<file path="src/rtl/blaster_pkg.sv">
// Shared UART types, constants and the baud-divider helper.
package blaster_pkg;

    typedef enum logic [2:0] {RX_ARM, RX_IDLE, RX_START, RX_DATA, RX_STOP} uart_rx_state_t;

    localparam int UART_DATA_BITS = 8;

    // Rounded clocks per oversample tick.
    function automatic int uart_div(input int clk_hz, input int baud, input int os);
        longint den;
        den = longint'(baud) * longint'(os);
        return int'((longint'(clk_hz) + den / 2) / den);
    endfunction

endpackage

</file>
<file path="src/rtl/uart232_rx_fifo.sv">
// First-word-fall-through queue; head word is visible whenever not empty.
module uart232_rx_fifo #(
    parameter int WIDTH = 8,
    parameter int DEPTH = 4
) (
    input  logic             clk,
    input  logic             reset,
    input  logic             push,
    input  logic [WIDTH-1:0] push_data,
    input  logic             pop,
    output logic [WIDTH-1:0] rd_data,
    output logic             full,
    output logic             empty
);
    localparam int AW = $clog2(DEPTH);

    logic [WIDTH-1:0] mem [DEPTH];
    logic [AW:0]      wr_ptr;
    logic [AW:0]      rd_ptr;
    logic             do_push;
    logic             do_pop;

    assign empty   = (wr_ptr == rd_ptr);
    assign full    = (wr_ptr[AW] != rd_ptr[AW]) && (wr_ptr[AW-1:0] == rd_ptr[AW-1:0]);
    assign do_pop  = pop & ~empty;
    // A pop in the same clk frees the slot the push lands in.
    assign do_push = push & (~full | do_pop);
    assign rd_data = empty ? '0 : mem[rd_ptr[AW-1:0]];

    always_ff @(posedge clk) begin
        if (do_push) begin
            mem[wr_ptr[AW-1:0]] <= push_data;
        end
    end

    always_ff @(posedge clk) begin
        if (reset) begin
            wr_ptr <= '0;
            rd_ptr <= '0;
        end else begin
            if (do_push) wr_ptr <= wr_ptr + 1'b1;
            if (do_pop)  rd_ptr <= rd_ptr + 1'b1;
        end
    end

endmodule

</file>
<file path="src/rtl/uart232_rx.sv">
// 8N1 receiver for the rx232 pad: synchroniser, oversample divider,
// majority-vote sampler and framing FSM feeding a small FWFT queue.
module uart232_rx
    import blaster_pkg::*;
#(
    parameter int CLK_HZ     = 48_000_000,
    parameter int BAUD       = 115_200,
    parameter int OVERSAMPLE = 16,
    parameter int FIFO_DEPTH = 4
) (
    input  logic       clk,
    input  logic       reset,
    input  logic       rx232,
    output logic [7:0] rx_data,
    output logic       rx_valid,
    input  logic       rx_ready,
    output logic       frame_err,
    output logic       overrun,
    output logic       rx_busy
);
    // state    | meaning
    // RX_ARM   | wait for a high line before looking for a start edge
    // RX_IDLE  | line idle, watching for a 1->0 edge
    // RX_START | checking the start bit at mid-bit
    // RX_DATA  | shifting in 8 data bits, LSB first
    // RX_STOP  | checking the stop bit, then push or flag framing error

    localparam int DIV = uart_div(CLK_HZ, BAUD, OVERSAMPLE);
    localparam int DW  = $clog2(DIV + 1);
    localparam int TW  = $clog2(OVERSAMPLE);
    localparam int BW  = $clog2(UART_DATA_BITS);

    localparam logic [DW-1:0] DIV_LAST  = DW'(DIV - 1);
    localparam logic [TW-1:0] TICK_LAST = TW'(OVERSAMPLE - 1);
    localparam logic [TW-1:0] TICK_S0   = TW'(OVERSAMPLE / 2 - 1);
    localparam logic [TW-1:0] TICK_S1   = TW'(OVERSAMPLE / 2);
    localparam logic [TW-1:0] TICK_S2   = TW'(OVERSAMPLE / 2 + 1);
    localparam logic [BW-1:0] BIT_LAST  = BW'(UART_DATA_BITS - 1);

    uart_rx_state_t            state;
    logic                      sync1;
    logic                      rxs;
    logic                      rxs_d;
    logic [DW-1:0]             div_cnt;
    logic [TW-1:0]             tick_cnt;
    logic [TW-1:0]             tick_next;
    logic [BW-1:0]             bit_cnt;
    logic [UART_DATA_BITS-1:0] shreg;
    logic                      samp0;
    logic                      samp1;
    logic                      maj;
    logic                      os_tick;
    logic                      samp_last;
    logic                      bit_end;
    logic                      start_edge;
    logic                      push;
    logic                      fifo_full;
    logic                      fifo_empty;

    always_ff @(posedge clk) begin
        if (reset) begin
            sync1 <= 1'b1;
            rxs   <= 1'b1;
            rxs_d <= 1'b1;
        end else begin
            sync1 <= rx232;
            rxs   <= sync1;
            rxs_d <= rxs;
        end
    end

    assign start_edge = rxs_d & ~rxs;
    assign os_tick    = (div_cnt == '0);

    // Reloading on the start edge puts mid-bit samples a fixed distance from it.
    always_ff @(posedge clk) begin
        if (reset) begin
            div_cnt <= '0;
        end else if ((state == RX_IDLE) && start_edge) begin
            div_cnt <= DIV_LAST;
        end else if (os_tick) begin
            div_cnt <= DIV_LAST;
        end else begin
            div_cnt <= div_cnt - 1'b1;
        end
    end

    assign tick_next = (tick_cnt == TICK_LAST) ? '0 : tick_cnt + 1'b1;
    assign samp_last = os_tick && (tick_next == TICK_S2);
    assign bit_end   = os_tick && (tick_cnt == TICK_LAST);
    assign maj       = (samp0 & samp1) | (samp0 & rxs) | (samp1 & rxs);
    assign push      = (state == RX_STOP) && samp_last && maj;

    always_ff @(posedge clk) begin
        if (reset) begin
            state     <= RX_ARM;
            tick_cnt  <= '0;
            bit_cnt   <= '0;
            shreg     <= '0;
            samp0     <= 1'b1;
            samp1     <= 1'b1;
            frame_err <= 1'b0;
            rx_busy   <= 1'b0;
        end else begin
            frame_err <= 1'b0;
            if (os_tick) begin
                tick_cnt <= tick_next;
                if (tick_next == TICK_S0) samp0 <= rxs;
                if (tick_next == TICK_S1) samp1 <= rxs;
            end
            case (state)
                RX_ARM: begin
                    if (rxs) state <= RX_IDLE;
                end
                RX_IDLE: begin
                    if (start_edge) begin
                        state    <= RX_START;
                        tick_cnt <= '0;
                        bit_cnt  <= '0;
                        rx_busy  <= 1'b1;
                    end
                end
                RX_START: begin
                    if (samp_last && maj) begin
                        state   <= RX_IDLE;
                        rx_busy <= 1'b0;
                    end else if (bit_end) begin
                        state <= RX_DATA;
                    end
                end
                RX_DATA: begin
                    if (samp_last) shreg <= {maj, shreg[UART_DATA_BITS-1:1]};
                    if (bit_end) begin
                        if (bit_cnt == BIT_LAST) state <= RX_STOP;
                        else                     bit_cnt <= bit_cnt + 1'b1;
                    end
                end
                RX_STOP: begin
                    if (samp_last) begin
                        rx_busy <= 1'b0;
                        if (maj) begin
                            state <= RX_IDLE;
                        end else begin
                            state     <= RX_ARM;
                            frame_err <= 1'b1;
                        end
                    end
                end
                default: begin
                    state   <= RX_ARM;
                    rx_busy <= 1'b0;
                end
            endcase
        end
    end

    always_ff @(posedge clk) begin
        if (reset) overrun <= 1'b0;
        else       overrun <= push & fifo_full & ~(rx_ready & ~fifo_empty);
    end

    uart232_rx_fifo #(
        .WIDTH(UART_DATA_BITS),
        .DEPTH(FIFO_DEPTH)
    ) u_fifo (
        .clk       (clk),
        .reset     (reset),
        .push      (push),
        .push_data (shreg),
        .pop       (rx_ready),
        .rd_data   (rx_data),
        .full      (fifo_full),
        .empty     (fifo_empty)
    );

    assign rx_valid = ~fifo_empty;

endmodule

</file>
<file path="config.mk">
export PLATFORM = sky130hd
export DESIGN_NAME = uart232_rx
export DESIGN_NICKNAME = d
export VERILOG_FILES = /design/src/rtl/blaster_pkg.sv /design/src/rtl/uart232_rx_fifo.sv /design/src/rtl/uart232_rx.sv
export SDC_FILE = /design/constraint.sdc
export NUM_CORES = 1
export LEC_CHECK = 0
export CAP_MARGIN = 25
export CORE_MARGIN = 2
export CORE_UTILIZATION = 60
export DETAILED_ROUTE_END_ITERATION = 7
export GPL_ROUTABILITY_DRIVEN = 0
export GPL_TIMING_DRIVEN = 0
export HOLD_SLACK_MARGIN = 0.12
export PLACE_DENSITY = 0.88
export SYNTH_ARGS = -nofsm -noshare
export SYNTH_HDL_FRONTEND = slang
export SYNTH_SLANG_ARGS = --single-unit
</file>
<file path="constraint.sdc">
create_clock -name clk -period 5 [get_ports clk]
set_clock_uncertainty 0.2 [all_clocks]
set_input_delay 0.5 -clock clk [delete_from_list [all_inputs] [get_ports clk]]
set_output_delay 0.5 -clock clk [all_outputs]
set_load 0.03 [all_outputs]
</file>
After elaboration in Yosys (flattened, before gate mapping):

Memories as Yosys holds them, arrays and structs flattened. A register that Yosys moved wholly into a read port is not among the register bits.
Cells that the tools add are included.

* add/sub/neg operators: 5
* muxes and demuxes: 29
* bitwise gates (word level): 18
* eq/ne operators: 20
* reductions and logical operators: 19

Operators with widths (count)
* $mux W3: 10
* $mux W4: 4
* $pmux W3 S5: 1
* $ne A2 B2 Y1 const B: 7
* $eq A4 B4 Y1 const B: 3
* $mux W5: 2
* $add A3 B1 Y3 const B: 3
* $and A1 B1 Y1: 8
* $mux W8: 1
* $reduce_and A4 Y1: 2
* $logic_and A1 B1 Y1: 7
* $mux W1: 7
* $not A1 Y1: 7
* $eq A3 B2 Y1 const B: 2
* $eq A3 B3 Y1 const B: 2
* $pmux W3 S2: 1
* $reduce_and A2 Y1: 3
* $reduce_and A6 Y1: 1
* $reduce_or A3 Y1: 2
* $logic_not A5 Y1: 1
* $sub A5 B1 Y5 const B: 1
* $add A4 B1 Y4 const B: 1
* $eq A4 B3 Y1 const B: 1
* $mux W2: 2
* 10 further kinds: 12

* bits of input ports: 4
* RAM bits: 32
* memories kept: 1
* output and inout bits: 12
* logic and storage cells: 108
* flip-flop bits (word level): 37

Memories
* u_fifo.mem: depth 4, bits a word 8, read ports 1, clocked after memory_dff 1, write ports 1, line uart232_rx_fifo.sv:17 `logic [WIDTH-1:0] mem [DEPTH];`

Depth between registers and ports, before layout:

Gate-level depths: netlist of the first run.

* depth in word-level cells: 9
* depth in mapped cells: 8
* depth with buffers taken out: 7

Cells and area by module:

From an unflattened synthesis of the first run, not the netlist that was laid out.

* cell total of the unflattened synthesis: 267
* area, all modules: 3183.1 µm²

Modules (own cells, without submodules)
* uart232_rx_fifo: seq. area each 1121.1 µm², cells each 104, area an instance 1707.9 µm², times used 1
* uart232_rx: seq. area each 620.6 µm², cells each 163, area an instance 1475.2 µm², times used 1

Least setup slack after synthesis of the first run:

OpenSTA, ideal clock, no wires.

* path type: reg2reg
* start: register tick_cnt[0]
* end: memory u_fifo.mem[3][0], enable pin
* library setup time: 383 ps
* arrival: 1747 ps
* period minus slack after synthesis: 2330 ps
* cell stages (with the launch flop): 5
* slack: 2670 ps
* data required time: 4417 ps
* path through: dfxtp_1 -> ha_1 -> xnor2_1 -> nand4_1 -> nor4b_2

* longest elaborated chain between the ends: 9
* elaborated cells between the ends (all ways): 10

RTL lines
* from (decl): line uart232_rx.sv:45 `logic [TW-1:0] tick_cnt;`
* from (signal assigned): line uart232_rx.sv:107 `tick_cnt <= tick_next;`
* $add A4 B1 Y4 or $eq A4 B4 Y1 (tied branches): line uart232_rx.sv:88 `assign tick_next = (tick_cnt == TICK_LAST) ? '0 : tick_cnt + 1'b1;`
* $mux W4 *: line uart232_rx.sv:88
* $eq A4 B4 Y1 *: line uart232_rx.sv:89 `assign samp_last = os_tick && (tick_next == TICK_S2);`
* $logic_and A1 B1 Y1 *: line uart232_rx.sv:89
* $logic_and A1 B1 Y1 * (2 in series): line uart232_rx.sv:92 `assign push = (state == RX_STOP) && samp_last && maj;`
* $and A1 B1 Y1 *: line uart232_rx_fifo.sv:27 `assign do_push = push & (~full | do_pop);`
* $mux W1 *: line uart232_rx_fifo.sv:31 `if (do_push) begin`
* $mux W1 (not written as such) *: line uart232_rx_fifo.sv:32 `mem[wr_ptr[AW-1:0]] <= push_data;`
* to (decl): line uart232_rx_fifo.sv:17

Every way passes the cells marked *; elsewhere a longest branch is shown, timed or not.

==> flow_metrics.py, run 1 <==
metrics = {
    "setup_path": {
        "worstReg2RegEnd": "u_fifo.mem[2][5]",
        "worstSetupPathDepth": 4,
        "start_kind": "flop",
        "timing.critical_path.slowest_stage_cell": "sky130_fd_sc_hd__clkdlybuf4s50_1",
        "timing.critical_path.arrival_ns": 2.55,
        "worst_path_largest_cell_delay_ns": 0.61,
        "cp-end-kind": "output pin",
        "critical-path-top-delay-family": "buffers and inverters",
        "worstSetupPathType": "flop to output pin",
        "worstReg2RegStart": "div_cnt[0]",
        "crit_path_cell_trace": "clkbuf_1, mux4_2, and2_1, clkdlybuf4s50_1",
        "r2r_setup_slack_ns": 2.40,
        "critical_path.n_buffers_inverters": 2,
        "worstPathRequired_ns": 4.30,
        "critical_path.max_fanout": 8,
        "r2r_cell_count": 6,
    },
    "layout": {
        "multi_input_area_um2": 1310,
        "areaGrowthSynthToFinish_pct": 14.0,
        "finish.net_count": 305,
        "sequential_cell_area_um2": 1740,
        "number_of_inserted_diodes": 0,
        "drive_gt1_share_pct": 13.0,
        "fillers": 377,
    },
    "pwr": {
        "total_leakage_power_uw": 0.00135,
        "pwr_density_cell_nw_per_um2": 393,
        "vdd_ir_drop_max_v": 0.000310,
        "totalPowerFinal_uw": 1410,
    },
    "routing": {
        "drcViolationCount": 0,
        "firstDrtPassIters": 4,
        "route.final.wire_length_um": 5470,
        "ant_nets": 0,
        "avgViaCountPerCell": 5.53,
        "detailedRoute.firstIterationViolations": 142,
        "routedWlPerCell_um": 15.1,
        "vias": 2008,
    },
    "cts": {
        "clk_latency_ns": 0.35,
        "ctsRootBufferMaster": "sky130_fd_sc_hd__clkbuf_8",
        "max-clock-path-buffers": 2,
        "tritoncts": "yes",
        "path_clk_slew_ns": 0.08,
        "cts_max_level": 3,
        "cts.hold.buffers_added": 0,
        "numCtsBuffers": 9,
        "clkSinkCount": 71,
        "cts-resized-gates": 0,
        "cts_setup_buffers": 0,
    },
    "synthesis": {
        "post_synth_instance_area_um2": 3150,
        "synthesis.instances": 262,
        "largest_family_of_logic_cells_by_synthesized_area": "simple AND/OR/NAND/NOR gates",
        "synthesis.nets": 279,
        "postSynthAreaPerCell_um2": 12.0,
        "synthesized_area_fraction_occupied_by_ao_oa_aoi_and_oai_cells_pct": 5.01,
        "basic_gate_share_of_the_synthesized_area_counting_and_or_nand_and_nor_cells_pct": 17.1,
        "synth_seq_cells": 71,
        "fraction_of_synthesis_flops_using_an_asynchronous_set_or_reset_pin_pct": 0,
        "yosys_warnings": 0,
        "yosys.cell_types.count": 48,
        "synth-edff-count": 32,
        "yosys-mux-area-fraction_pct": 10.5,
        "synth-xor-area-share_pct": 3.34,
        "yosysSeqAreaShare_pct": 55.3,
        "ys_dominant_reg_cell": "sky130_fd_sc_hd__dfxtp_1",
        "adder_cell_fraction_of_synth_area_pct": 5.48,
    },
    "hold_path": {
        "holdPathStages": 1,
        "hold_start": "sync1",
        "hp-class": "flop to flop",
        "hold_path_end": "rxs",
    },
    "job": {
        "max_cap_viol_count": 0,
    },
    "timing": {
        "final.hold.worst_slack_ns": 0.213,
        "setup_tns_ns": 0,
        "share_of_the_cycle_needed_by_the_critical_path_after_routing_pct": 65.0,
        "final.min_clock_period_ns": 3.25,
        "finalSetupViolCount": 0,
        "worst_max_slew_pin_slew_ns": 0.727,
        "maxSlewViolCount": 0,
        "timing.final.hold_violations": 0,
        "fmax_ghz": 0.308,
        "worst_slew_margin_rel_pct": 51.1,
        "grt_setup_unrepaired": "no",
    },
    "place": {
        "port_buffers": 14,
        "hpwlAfterDp_um": 3810,
    },
    "floorplanning": {
        "rows": 26,
        "die_height_um": 76.4,
        "initial_utilization_pct": 62.0,
        "die_area_um2": 5840,
        "io_pins": 16,
        "dieWidth_um": 76.4,
        "fp.coreArea_um2": 5070,
    },
    "global_routing": {
        "global_route.overflow_total": 0,
        "wire_length_of_the_first_global_routing_pass_um": 9140,
        "largest_net_degree_at_the_start_of_global_routing": 15,
        "groute.usage.overall_pct": 20.5,
        "first_global_vias": 1944,
        "antenna_found_initial": 0,
    },
    "outcome": {
        "run_status": "complete, no violations",
    },
}
==> cell families (layout without fill, tap and decap cells) <==
family	count (synthesis)	in the layout
buffers and inverters	25	56
flip-flops	71	71
AND/OR/NAND/NOR	94	94
adder cells (fa/ha/maj)	14	14
multiplexers	23	23
XOR/XNOR	12	12
AO/OA/AOI/OAI	23	23
==> metal layers <==
layer | vias up | track usage (%) | part of all wire (%)
li1 | 992 | - | -
met1 | 961 | 24.1 | 44
met2 | 44 | 34.0 | 50
met3 | 11 | 6.75 | 3.4
met4 | 0 | 9.27 | 2.0
met5 | - | 0 | 0
==> synth_stat cells, types with 3 or more instances <==
library cell | instances | share of area [%]
sky130_fd_sc_hd__dfxtp_1 | 39 | 25
sky130_fd_sc_hd__edfxtp_1 | 32 | 31
sky130_fd_sc_hd__nor2_1 | 30 | 3.6
sky130_fd_sc_hd__mux2i_1 | 15 | 4.8
sky130_fd_sc_hd__and2_1 | 13 | 2.6
sky130_fd_sc_hd__ha_1 | 13 | 5.2
sky130_fd_sc_hd__inv_1 | 11 | 1.3
sky130_fd_sc_hd__clkbuf_1 | 9 | 1.1
sky130_fd_sc_hd__nor3_1 | 9 | 1.4
sky130_fd_sc_hd__mux4_2 | 8 | 5.7
sky130_fd_sc_hd__a21oi_1 | 6 | 0.95
sky130_fd_sc_hd__xnor2_1 | 6 | 1.7
sky130_fd_sc_hd__xor2_1 | 6 | 1.7
sky130_fd_sc_hd__nand2_1 | 5 | 0.60
sky130_fd_sc_hd__nand3_1 | 5 | 0.79
sky130_fd_sc_hd__nor3b_1 | 4 | 0.95
sky130_fd_sc_hd__o21ai_0 | 4 | 0.64
sky130_fd_sc_hd__or2_2 | 4 | 0.79
sky130_fd_sc_hd__buf_2 | 3 | 0.48
sky130_fd_sc_hd__nand2b_1 | 3 | 0.60
sky130_fd_sc_hd__o22a_1 | 3 | 0.83
==> stage by stage <==
step / area [um2] / worst slack, ns / util (%) / std cells
2_1_floorplan: 3150 / 2.67 / - / 262
3_3_place_gp: 3380 / 2.13 / 66.5 / 346
4_1_cts: 3590 / 1.68 / 70.7 / 363
5_1_grt: 3590 / 1.52 / 70.7 / 363
3_5_place_dp: 3380 / 2.10 / 66.7 / 347
6_report: 3590 / 1.75 / 70.7 / 363
==> worst max path at each step <==
stage / start / end / slack (ns)
2_1_floorplan: tick_cnt[0] / u_fifo.mem[3][0] / 2.67
6_report: flop / rx_data[0] / 1.75
4_1_cts: flop / rx_data[0] / 1.68
3_3_place_gp: flop / rx_data[7] / 2.13
3_5_place_dp: flop / rx_data[0] / 2.10
5_1_grt: flop / rx_data[0] / 1.52
==> worst register-to-register path, stage by stage (launching register included) <==
cell and delay, ns:
sky130_fd_sc_hd__dfxtp_1 0.33, sky130_fd_sc_hd__inv_1 0.07, sky130_fd_sc_hd__ha_1 0.16, sky130_fd_sc_hd__nor4b_4 0.33
sky130_fd_sc_hd__nand4_1 0.30, sky130_fd_sc_hd__nor3_2 0.40, sky130_fd_sc_hd__and2_1 0.46
==> report_power, final <==
part           internal (uW)  total, uW  leakage, uW  switching (uW)
combinational            106        270     0.000642             164
sequential               634        666     0.000613            32.3
clock                    236        473    0.0000940             237
total                    976       1410      0.00135             433
==> state kept, by name (all words and copies together) (netlist names), named ones only <==
signal and count:
u_fifo.mem 32, shreg 8, div_cnt 5, tick_cnt 4, bit_cnt 3, state 3
u_fifo.rd_ptr 3, u_fifo.wr_ptr 3, frame_err 1, overrun 1, rx_busy 1, rxs 1
rxs_d 1, samp0 1, samp1 1, sync1 1
==> cell type report <==
| class | count | area share (%) |
|---|---|---|
| Inverter | 11 | 1.15 |
| Tap cell | 70 | 2.44 |
| Clock buffer | 9 | 3.45 |
| Clock inverter | 7 | 2.27 |
| Multi-Input combinational cell | 166 | 36.4 |
| Buffer | 14 | 1.67 |
| Sequential cell | 71 | 48.5 |
| Timing Repair Buffer | 15 | 4.11 |
==> layout by cell type (no fill, tap or decap), drive strengths merged, types with 3 or more instances in the layout <==
master and instances:
dfxtp 39, edfxtp 32, nor2 30, clkbuf 18, mux2i 15, clkdlybuf4s50 14
and2 13, ha 13, inv 13, nor3 10, mux4 8, xor2 6
xnor2 6, a21oi 6, nand2 6, buf 6, nand3 5, nor3b 4
o21ai 4, or2 4, nand2b 3, o22a 3, clkinvlp 3, nor4b 3
(Power assumes the default switching activity.)
==> inputs of run 2 (changes only) <==
CORE_UTILIZATION = 53   (was 60)
PLACE_DENSITY = 0.82   (was 0.88)
clock period = 2.95 ns   (was 5 ns; I/O delays follow)
==> flow_metrics.py, run 2 (synthesized netlist as in run 1, its figures left out) <==
metrics = {
    "pwr": {
        "combPwrFrac_pct": 19.2,
        "power_switching_uw": 685,
        "vdd_ir_drop_max_v": 0.000432,
        "internal_power_uw": 1690,
        "total_leakage_power_uw": 0.00147,
        "power.share.sequential_pct": 47.6,
        "switching_share_pct": 28.8,
        "pwr-share-clk_pct": 33.2,
        "pwr_density_cell_nw_per_um2": 659,
    },
    "layout": {
        "instances_no_fill": 367,
        "areaGrowthSynthToFinish_pct": 14.5,
        "fillers": 506,
        "layout_common_cells": "sky130_fd_sc_hd__dfxtp_1 (38), sky130_fd_sc_hd__edfxtp_1 (32), sky130_fd_sc_hd__nor2_1 (30)",
        "number_of_inserted_diodes": 0,
        "finish.net_count": 304,
        "most_common_library_cell_in_the_layout_ignoring_fill_and_taps": "sky130_fd_sc_hd__dfxtp_1",
        "flip_flop_count_of_the_largest_register_after_layout": 32,
        "drive_gt1_share_pct": 13.4,
    },
    "hold_path": {
        "hold_start": "reset",
        "hp-class": "primary input to flop",
        "holdPathStages": 2,
        "hold_path_end": "rx_busy",
    },
    "routing": {
        "drcViolationCount": 0,
        "route.final.wire_length_um": 5550,
        "avgViaCountPerCell": 5.52,
        "firstDrtPassIters": 4,
        "detailedRoute.firstIterationViolations": 102,
        "routedWlPerCell_um": 15.1,
        "ant_nets": 0,
        "vias": 2025,
    },
    "floorplanning": {
        "die_area_um2": 6570,
        "dieWidth_um": 81.1,
        "initial_utilization_pct": 54.1,
        "rows": 28,
        "io_pins": 16,
        "fp.coreArea_um2": 5820,
        "die_height_um": 81.1,
    },
    "setup_path": {
        "critical_path.n_buffers_inverters": 2,
        "r2r_cell_count": 5,
        "timing.critical_path.arrival_ns": 2.30,
        "timing.critical_path.slowest_stage_cell": "sky130_fd_sc_hd__clkdlybuf4s50_1",
        "worstPathRequired_ns": 2.46,
        "worstSetupPathDepth": 4,
        "start_kind": "flop",
        "critical_path.max_fanout": 10,
        "worstReg2RegEnd": "u_fifo.mem[1][2]",
        "worst_path_largest_cell_delay_ns": 0.65,
        "r2r_setup_slack_ns": 0.36,
        "crit_path_cell_trace": "xnor2_1, or3b_2, clkbuf_1, clkdlybuf4s50_1",
        "worstReg2RegStart": "tick_cnt[0]",
        "critical-path-top-delay-family": "buffers and inverters",
        "cp-end-kind": "output pin",
        "worstSetupPathType": "flop to output pin",
    },
    "timing": {
        "maxSlewViolCount": 0,
        "share_of_the_cycle_needed_by_the_critical_path_after_routing_pct": 94.6,
        "finalSetupViolCount": 0,
        "fmax_ghz": 0.358,
        "worst_max_slew_pin_slew_ns": 0.785,
        "setup_tns_ns": 0,
        "final.min_clock_period_ns": 2.79,
        "grt_setup_unrepaired": "no",
        "timing.final.hold_violations": 0,
        "worst_slew_margin_rel_pct": 47.2,
    },
    "global_routing": {
        "met2_usage_pct": 34.1,
        "grt_util_met3_pct": 4.67,
        "use_met1_pct": 21.2,
        "largest_net_degree_at_the_start_of_global_routing": 13,
        "groute.usage.overall_pct": 19.0,
        "antenna_found_initial": 0,
        "first_global_vias": 1925,
        "wire_length_of_the_first_global_routing_pass_um": 9070,
        "global_route.overflow_total": 0,
        "grt.busiest_layer": "met2",
    },
    "cts": {
        "tritoncts": "yes",
        "path_clk_slew_ns": 0.07,
        "cts_max_level": 3,
        "clkSinkCount": 71,
        "max-clock-path-buffers": 2,
        "numCtsBuffers": 9,
        "clk_latency_ns": 0.34,
        "ctsRootBufferMaster": "sky130_fd_sc_hd__clkbuf_8",
        "cts.hold.buffers_added": 0,
    },
    "outcome": {
        "run_status": "complete, no violations",
    },
    "place": {
        "hpwlAfterDp_um": 3870,
        "port_buffers": 14,
        "dp.cells": 352,
    },
    "job": {
        "max_cap_viol_count": 0,
    },
}
run 2: cell types whose count changed in the layout (fill, tap and decap cells not counted):
cell | previous run | this run
sky130_fd_sc_hd__clkdlybuf4s50_1 | 14 | 6
sky130_fd_sc_hd__dlymetal6s2s_1 | 0 | 5
sky130_fd_sc_hd__dlygate4sd2_1 | 0 | 3
sky130_fd_sc_hd__dfxtp_1 | 39 | 38
sky130_fd_sc_hd__clkbuf_1 | 9 | 8
sky130_fd_sc_hd__clkbuf_8 | 9 | 11
sky130_fd_sc_hd__clkinv_2 | 0 | 2
sky130_fd_sc_hd__inv_6 | 1 | 0
sky130_fd_sc_hd__clkinvlp_4 | 3 | 1
sky130_fd_sc_hd__inv_8 | 1 | 0
sky130_fd_sc_hd__dfxtp_2 | 0 | 1
run 2: worst max-delay path by stage:
stage | start | to | slack (ns)
after global placement | tick_cnt[0] | u_fifo.mem[3][5] | 0.17
after floorplan | tick_cnt[0] | u_fifo.mem[3][0] | 0.62
after CTS | u_fifo.wr_ptr[2] | rx_data[1] | 0.002
final | u_fifo.wr_ptr[2] | rx_valid | 0.16
after global routing | u_fifo.wr_ptr[0] | rx_valid | 0.02
after detailed placement | flop | rx_data[3] | 0.20
run 2: area by class of cell:
class	count	area, um2	share of cell area, %
plain buffers	13	56.3	1.56
clock buffers	11	151	4.20
clock inverters	5	56.3	1.56
inverters	11	41.3	1.15
multi-input cells	166	1310	36.2
flip-flops and latches	71	1740	48.4
well taps	75	93.8	2.60
repair buffers	15	156	4.34
run 2: power groups by stage:
stage	logic [uW]	clock network, uW	registers, uW
after global routing	510	845	1140
after global placement	440	0	1150
final	457	788	1130
after floorplan	360	0	1140
after CTS	457	805	1130
after detailed placement	453	0	1150
run 2: routing by layer:
| layer | vias up | share of wire, % |
|---|---|---|
| met1 | 991 | 42 |
| met5 | - | 0 |
| met2 | 37 | 53 |
| met4 | 0 | 1.6 |
| li1 | 990 | - |
| met3 | 7 | 3.4 |
run 2: what timing repair did:
item,4_1_cts,5_1_grt
buffers inserted,0,0
resized for setup,4,5
endpoints found under the setup margin,8,5
run 2: metrics by stage:
step	hold WS, ns	power (uW)	instance area, um2	worst slack [ns]	utilization [%]
6_report	0.179	2380	3600	0.159	62.0
4_1_cts	0.162	2390	3590	0.00210	61.7
3_5_place_dp	0.207	1610	3390	0.196	58.3
5_1_grt	0.222	2490	3600	0.0244	62.0
2_1_floorplan	0.189	1500	3150	0.620	-
3_3_place_gp	0.195	1590	3380	0.166	58.2
==> inputs of run 3 (changes only) <==
CORE_UTILIZATION = 59   (was 53)
CTS_BUF_LIST = sky130_fd_sc_hd__clkbuf_8   (was not set)
DONT_BUFFER_PORTS = 1   (was not set)
PLACE_DENSITY = 0.86   (was 0.82)
SLEW_MARGIN = 10   (was not set)
==> flow_metrics.py, run 3 (synthesized netlist as in run 1, its figures left out) <==
metrics = {
    "setup_path": {
        "cp-end-kind": "output pin",
        "r2r_cell_count": 5,
        "critical-path-top-delay-family": "simple AND/OR/NAND/NOR gates",
        "worstPathRequired_ns": 2.46,
        "worstSetupPathType": "flop to output pin",
        "timing.critical_path.arrival_ns": 2.14,
        "worstSetupPathDepth": 4,
        "crit_path_cell_trace": "xor2_1, or3b_2, clkbuf_1, and2_1",
        "critical_path.max_fanout": 10,
        "critical_path.n_buffers_inverters": 1,
        "worst_path_largest_cell_delay_ns": 0.53,
        "timing.critical_path.slowest_stage_cell": "sky130_fd_sc_hd__clkbuf_1",
        "start_kind": "flop",
    },
    "place": {
        "hpwlAfterDp_um": 3810,
        "port_buffers": 0,
        "dp.cells": 333,
        "placed_area_um2": 3240,
    },
    "cts": {
        "ctsRootBufferMaster": "sky130_fd_sc_hd__clkbuf_8",
        "cts-resized-gates": 0,
        "clkSinkCount": 71,
        "max-clock-path-buffers": 2,
        "path_clk_slew_ns": 0.07,
        "tritoncts": "yes",
        "cts_max_level": 3,
        "clk_latency_ns": 0.34,
        "numCtsBuffers": 9,
    },
    "global_routing": {
        "wire_length_of_the_first_global_routing_pass_um": 8780,
        "first_global_vias": 1897,
        "antenna_found_initial": 0,
        "largest_net_degree_at_the_start_of_global_routing": 13,
        "global_route.overflow_total": 0,
        "groute.usage.overall_pct": 19.6,
    },
    "floorplanning": {
        "fp.coreArea_um2": 5140,
        "initial_utilization_pct": 61.2,
        "io_pins": 16,
        "die_height_um": 77.0,
        "dieWidth_um": 77.0,
        "die_area_um2": 5940,
        "rows": 26,
    },
    "timing": {
        "final.hold.worst_slack_ns": 0.200,
        "setup_tns_ns": 0,
        "share_of_the_cycle_needed_by_the_critical_path_after_routing_pct": 89.5,
        "finalSetupViolCount": 0,
        "worst_max_slew_pin_slew_ns": 0.702,
        "worst_slew_margin_rel_pct": 53.2,
        "grt_setup_unrepaired": "no",
        "maxSlewViolCount": 0,
        "timing.final.hold_violations": 0,
        "final.min_clock_period_ns": 2.64,
        "fmax_ghz": 0.379,
    },
    "layout": {
        "multi_input_area_um2": 1310,
        "flip_flop_count_of_the_largest_register_after_layout": 32,
        "number_of_inserted_diodes": 0,
        "most_common_library_cell_in_the_layout_ignoring_fill_and_taps": "sky130_fd_sc_hd__dfxtp_1",
        "layout_common_cells": "sky130_fd_sc_hd__dfxtp_1 (39), sky130_fd_sc_hd__edfxtp_1 (32), sky130_fd_sc_hd__nor2_1 (30)",
        "final_area_um2": 3480,
        "sequential_cell_area_um2": 1740,
        "instances_no_fill": 351,
        "areaGrowthSynthToFinish_pct": 10.4,
        "finish.net_count": 293,
        "fillers": 421,
        "drive_gt1_share_pct": 12.8,
    },
    "routing": {
        "detailedRoute.firstIterationViolations": 81,
        "avgViaCountPerCell": 5.42,
        "vias": 1904,
        "firstDrtPassIters": 4,
        "routedWlPerCell_um": 15.0,
        "route.final.wire_length_um": 5270,
        "ant_nets": 0,
        "drcViolationCount": 0,
    },
    "hold_path": {
        "holdPathStages": 2,
        "hp-class": "primary input to flop",
    },
    "pwr": {
        "total_leakage_power_uw": 0.00132,
        "vdd_ir_drop_max_v": 0.000538,
        "pwr_density_cell_nw_per_um2": 688,
    },
    "outcome": {
        "run_status": "complete, no violations",
    },
    "job": {
        "max_cap_viol_count": 0,
    },
}
[run 3: cell types whose count changed in the layout (fill, tap and decap cells not counted), moves of 2 or more]
cell | before | now
sky130_fd_sc_hd__clkbuf_8 | 11 | 9
sky130_fd_sc_hd__clkdlybuf4s50_1 | 6 | 0
sky130_fd_sc_hd__dlygate4sd2_1 | 3 | 0
sky130_fd_sc_hd__dlygate4sd3_1 | 0 | 2
sky130_fd_sc_hd__dlymetal6s2s_1 | 5 | 0
[run 3: through the flow]
step                      worst slack [ns]  util, %  power, uW
after floorplan                      0.620        -       1500
after global placement               0.150     63.0       1580
after detailed placement             0.351     63.1       1590
after CTS                            0.291     67.6       2410
after global routing                0.0903     67.6       2520
final                                0.310     67.6       2390
[run 3: metal layers]
| layer | GRT usage [%] | vias to the layer above | part of all wire, % |
|---|---|---|---|
| li1 | - | 966 | - |
| met2 | 35.4 | 26 | 53 |
| met4 | 8.04 | 0 | 0.95 |
| met5 | 0 | - | 0 |
| met3 | 5.06 | 7 | 3.5 |
| met1 | 21.9 | 905 | 42 |
[run 3: final timing paths]
kind	to	slack, ns	startpoint
worst max-delay path	rx_data[0]	0.31	u_fifo.wr_ptr[0]
worst min-delay path	rx_busy	0.20	reset
worst max register to register	u_fifo.mem[1][4]	0.32	tick_cnt[0]
worst min register to register	rxs	0.23	sync1
[run 3: timing repair]
action / 4_1_cts / 5_1_grt
endpoints found under the hold margin: 7 / 0
hold buffers: 2 / 0
setup buffers: 0 / 0
[run 3: final cells by class]
| cell class | instances | share of cell area [%] |
|---|---|---|
| Buffer | 14 | 1.73 |
| Clock buffer | 9 | 3.56 |
| Sequential cell | 71 | 50.1 |
| Tap cell | 70 | 2.52 |
| Multi-Input combinational cell | 166 | 37.5 |
| Inverter | 11 | 1.19 |
| Timing Repair Buffer | 3 | 0.792 |
| Clock inverter | 7 | 2.56 |
[run 3: power breakdown]
group / switching, uW / leakage, uW / total [uW] / internal (uW)
logic: 268 / 0.000602 / 445 / 177
clock network: 346 / 0.000108 / 815 / 470
registers: 55.0 / 0.000613 / 1130 / 1080
total: 668 / 0.00132 / 2390 / 1720
